### src/rtl/uart_tx_queue.sv
// Command-byte queue feeding the UART dataIn bus: buffers producer bytes, presents
// one at a time as a held level, pops on the UART accept pulse, 0x00 when idle.
module uart_tx_queue #(
  parameter int DEPTH      = 8,
  parameter int GAP_CYCLES = 0,
  parameter int CW         = $clog2(DEPTH + 1)
) (
  input  logic          clock,
  input  logic          reset,
  input  logic          in_valid,
  input  logic [7:0]    in_bits,
  output logic          in_ready,
  output logic [7:0]    tx_bits,
  input  logic          tx_ready,
  output logic [CW-1:0] count,
  output logic          empty,
  output logic          full,
  output logic          reject_pulse,
  output logic          overflow_pulse,
  output logic          spurious_pulse
);

  localparam int PW       = $clog2(DEPTH);
  localparam int GW       = (GAP_CYCLES < 2) ? 1 : $clog2(GAP_CYCLES);
  localparam int GAP_LOAD = (GAP_CYCLES > 0) ? GAP_CYCLES - 1 : 0;

  typedef enum logic [1:0] {S_IDLE, S_PRESENT, S_GAP} state_t;

  state_t        r_state, w_state_nxt;
  logic [7:0]    r_mem [DEPTH];
  logic [PW-1:0] r_rd_ptr, r_wr_ptr;
  logic [CW-1:0] r_count, w_count_nxt;
  logic [GW-1:0] r_gap, w_gap_nxt;
  logic          r_reject, r_overflow, r_spurious;
  logic          w_full, w_sendable, w_push, w_pop;

  assign w_full     = (r_count == CW'(DEPTH));
  assign w_sendable = (in_bits[1:0] != 2'b00);
  assign w_push     = in_valid & w_sendable & ~w_full;
  assign w_pop      = (r_state == S_PRESENT) & tx_ready;

  always_comb begin
    w_count_nxt = r_count;
    if (w_push && !w_pop)
      w_count_nxt = r_count + CW'(1);
    else if (!w_push && w_pop)
      w_count_nxt = r_count - CW'(1);
  end

  // Storage is never reset; an empty queue never presents, so stale bytes are harmless.
  always_ff @(posedge clock) begin
    if (w_push)
      r_mem[r_wr_ptr] <= in_bits;
  end

  always_ff @(posedge clock) begin
    if (reset) begin
      r_rd_ptr   <= '0;
      r_wr_ptr   <= '0;
      r_count    <= '0;
      r_state    <= S_IDLE;
      r_gap      <= '0;
      r_reject   <= 1'b0;
      r_overflow <= 1'b0;
      r_spurious <= 1'b0;
    end else begin
      if (w_push)
        r_wr_ptr <= r_wr_ptr + PW'(1);
      if (w_pop)
        r_rd_ptr <= r_rd_ptr + PW'(1);
      r_count    <= w_count_nxt;
      r_state    <= w_state_nxt;
      r_gap      <= w_gap_nxt;
      r_reject   <= in_valid & ~w_sendable;
      r_overflow <= in_valid & w_sendable & w_full;
      r_spurious <= tx_ready & (r_state != S_PRESENT);
    end
  end

  // IDLE/GAP wake on the registered count, so a same-cycle push adds one cycle of latency.
  always_comb begin
    w_state_nxt = r_state;
    w_gap_nxt   = r_gap;
    case (r_state)
      S_IDLE: begin
        if (r_count != '0)
          w_state_nxt = S_PRESENT;
      end
      S_PRESENT: begin
        if (w_pop) begin
          if (GAP_CYCLES > 0) begin
            w_state_nxt = S_GAP;
            w_gap_nxt   = GW'(GAP_LOAD);
          end else if (w_count_nxt != '0) begin
            w_state_nxt = S_PRESENT;
          end else begin
            w_state_nxt = S_IDLE;
          end
        end
      end
      S_GAP: begin
        if (r_gap == '0)
          w_state_nxt = (r_count != '0) ? S_PRESENT : S_IDLE;
        else
          w_gap_nxt = r_gap - GW'(1);
      end
      default: w_state_nxt = S_IDLE;
    endcase
  end

  assign tx_bits        = (r_state == S_PRESENT) ? r_mem[r_rd_ptr] : 8'h00;
  assign count          = r_count;
  assign empty          = (r_count == '0);
  assign full           = w_full;
  assign in_ready       = ~w_full;
  assign reject_pulse   = r_reject;
  assign overflow_pulse = r_overflow;
  assign spurious_pulse = r_spurious;

endmodule

### config.mk
export PLATFORM = sky130hd
export DESIGN_NAME = uart_tx_queue
export DESIGN_NICKNAME = d
export VERILOG_FILES = /design/src/rtl/uart_tx_queue.sv
export SDC_FILE = /design/constraint.sdc
export NUM_CORES = 1
export LEC_CHECK = 0
export CORE_MARGIN = 4
export CORE_UTILIZATION = 55
export CTS_BUF_LIST = sky130_fd_sc_hd__clkbuf_8
export CTS_CLUSTER_SIZE = 20
export DETAILED_ROUTE_END_ITERATION = 10
export HOLD_SLACK_MARGIN = 0.1
export MAX_ROUTING_LAYER = met4
export PLACE_DENSITY_LB_ADDON = 0.12
export SYNTH_ARGS = -nofsm -noshare
export SYNTH_HDL_FRONTEND = slang
export SYNTH_SLANG_ARGS = --single-unit
### constraint.sdc
create_clock -name clock -period 3.8 [get_ports clock]
set_clock_uncertainty 0.2 [all_clocks]
set_input_delay 1.14 -clock clock [delete_from_list [all_inputs] [get_ports clock]]
set_output_delay 1.14 -clock clock [all_outputs]
set_load 0.005 [all_outputs]
==> reports/metrics.csv <==
stage;metric;value;unit
cells_and_area;Layout Area Growth over Synthesis;19.5;%
clock_network;CTS root buffer;clkbuf_8;
timing;TNS Setup;0;ns
synth;Avg Inst Size Synth;16.9;µm²
floorplan;Initial Util;0.582;
synth;YS warnings;0;
clock_network;worst skew pair latency;0.34;ns
clock_network;setup bufs post-CTS;0;
timing;fin. max-slew vios;0;
route;Iter 0 DRT Violations;113;
synth;Synth Instances;194;
pwr;Leak Pwr;0.00129;µW
worst_setup_path;number of cells on the worst reg-to-reg path;8;
worst_setup_path;CP max FO;16;
status;status;completed;
route;Remaining DRCs;0;
timing;max_slew headroom;0.603;
timing;final worst path period need;3.58;ns
cells_and_area;Nets;251;
placed_design;detailed-placement wirelength estimate;3930;µm
synth;unique cell type count in the Yosys netlist;38;
worst_setup_path;nature of the critical path startpoint;register;
clock_network;clock sink count;81;
pwr;total power per unit cell area;583;nW/µm²
timing;count of final setup violators;0;
synth;post-synthesis sequential area ratio;0.689;
worst_setup_path;largest delay contributor family on the critical path;buffers and inverters;
worst_setup_path;reg2reg start;count[0]$_SDFF_PP0_;
synth;Yosys top cell by area;edfxtp_1;
worst_setup_path;Crit path largest cell delay;0.55;ns
floorplan;Die Footprint;7270;µm²
global_route;GR Util All Layers;0.191;
worst_setup_path;critical path type;reg2out;
worst_hold_path;hold path start;r_rd_ptr[1]$_SDFFE_PP0P_;
worst_setup_path;critical path depth;5;
floorplan;Rows;27;
route;Routed wire per std cell;19.6;µm
clock_network;clk slew on worst S/H paths;0.08;ns
global_route;initial antenna violation count;0;
global_route;GRT overflow;0;
clock_network;CTS tree;yes;
timing;fin crit share;0.941;
job;MaxCap Viol Count;0;
floorplan;area of the core;5640;µm²
route;vias per cell;5.86;
clock_network;H-tree depth;3;
worst_hold_path;Hold Path Stages;2;
worst_setup_path;slowest CP cell;mux4_2;
clock_network;cts hold-fix bufs;0;
cells_and_area;most frequent cells in the layout;edfxtp_1, clkdlybuf4s50_1, dfxtp_1;
global_route;vias in the first global route;1878;
timing;Worst Tran Pin Value;0.594;ns
timing;Min Hold Slack;0.300;ns
synth;mapped cell area;3280;µm²
route;total wire length;6110;µm
worst_setup_path;worst endpoint required time;2.46;ns
synth;synthesized flop and latch total;81;
global_route;first-pass GRT wire length;10000;µm
pwr;peak supply drop;0.383;mV
synth;share of the synthesized area in the top cell type;0.585;
cells_and_area;Antenna Cells;0;
placed_design;port bufs;29;
worst_setup_path;worst r2r dst;r_mem[5][2]$_DFFE_PP_;
floorplan;die span in x;85.3;µm
timing;RSZ-0062 raised after global routing;false;
clock_network;post_cts resized;0;
worst_setup_path;crit-path cells;buf_4, mux4_2, mux2i_1, nor2b_1, clkdlybuf4s50_1;
timing;highest clock rate;280;MHz
synth;Area contributors post-synth;edfxtp_1, mux4_2, dfxtp_1;
route;drt first pass iters;4;
clock_network;Clock Path Buffers;2;
worst_setup_path;Critical Path Sink Type;primary output;
floorplan;chip height;85.3;µm
placed_design;gpl congestion;0.987;
global_route;largest net degree at the start of global routing;18;
timing;final hold viol count;0;
worst_setup_path;CP bufs+invs;2;
worst_setup_path;Worst EP arrival;2.24;ns
clock_network;total CTS buffers;9;
cells_and_area;layout cell share with drive strength beyond 1;0.183;
cells_and_area;commonest non-fill, non-tap cell in the layout;edfxtp_1;
synth;Mapped Nets;210;
worst_hold_path;worst hold path type;reg2reg;
route;DRT antenna net count;0;
route;routed vias;1829;
floorplan;num ports;30;
worst_setup_path;R2R Setup Slk;1.41;ns
==> how the worst max path moves through the flow <==
stage | start | endpoint | slack (ns)
2_1_floorplan | in_bits[1] | r_mem[2][0]$_DFFE_PP_ | 0.72
5_1_grt | register | tx_bits[3] | 0.09
3_3_place_gp | in_bits[0] | r_mem[5][7]$_DFFE_PP_ | 0.46
3_5_place_dp | in_bits[1] | r_mem[6][3]$_DFFE_PP_ | 0.30
4_1_cts | register | tx_bits[1] | 0.18
6_report | register | tx_bits[1] | 0.22
==> worst register-to-register path, delay by kind of cell (launching register included) <==
kind	cells	cell delay (ns)
flip-flops	1	0.43
adder cells (fa/ha/maj)	1	0.28
AND/OR/NAND/NOR	4	0.80
buffers and inverters	3	0.39
==> registers in the layout (all words and copies together) (netlist names), named ones only <==
register	cells
count	4
overflow_pulse	1
r_mem	64
r_rd_ptr	3
r_state	1
r_wr_ptr	3
reject_pulse	1
spurious_pulse	1
==> synth_stat cells <==
library cell and n:
a2111o_1 1, a211oi_1 2, a21o_2 1, a21oi_1 4, a2bb2oi_1 1, a311oi_1 1, buf_1 2, buf_2 1
buf_4 2, buf_6 1, clkbuf_1 3, dfxtp_1 17, edfxtp_1 64, ha_1 4, inv_1 2, inv_4 1
mux2_2 1, mux2i_1 8, mux4_2 16, nand2_1 7, nand2b_1 1, nand3_1 6, nand3b_4 1, nand4_1 2
nand4b_1 1, nor2_1 10, nor2b_1 10, nor3_1 5, nor3b_1 4, nor4_1 1, nor4b_1 2, o2111ai_2 1
o211ai_1 1, o21a_1 1, o21ai_0 2, o311ai_1 1, xnor2_1 3, xor2_1 3
==> where the power goes <==
group | internal, µW | switching, µW | leakage [µW] | total (µW)
Sequential | 1010 | 67.0 | 0.000719 | 1080
Clock | 432 | 289 | 0.000124 | 721
Combinational | 277 | 212 | 0.000444 | 489
==> metal layers <==
metal  part of all wire  global-route usage
met4              0.012              0.0532
met3              0.044              0.0553
met1               0.42               0.238
met2               0.52               0.306
met5                  0                   -
==> metrics by stage <==
stage	instances	utilization	setup slack [ns]	total power, µW	instance area (µm²)
2_1_floorplan	194	-	0.720	1380	3280
3_3_place_gp	296	0.654	0.455	1560	3690
3_5_place_dp	296	0.654	0.298	1580	3690
4_1_cts	312	0.695	0.177	2310	3920
5_1_grt	312	0.695	0.0871	2400	3920
6_report	312	0.695	0.223	2290	3920
==> logic make-up after synthesis <==
family / share of synthesized area
multiplexers: 0.138
XOR/XNOR: 0.0160
flip-flops: 0.689
AO/OA/AOI/OAI: 0.0370
adder cells (fa/ha/maj): 0.0152
AND/OR/NAND/NOR: 0.0861
buffers and inverters: 0.0194
==> final cells by class <==
cell class	count	area (µm²)
clock inverter	7	110
inverter	3	13.8
multi-input combinational	101	958
fill	381	1720
clock buffer	9	124
tap	72	90.1
sequential	81	2260
timing repair buffer	39	365
No activity file was read; power rests on OpenSTA's default activity.
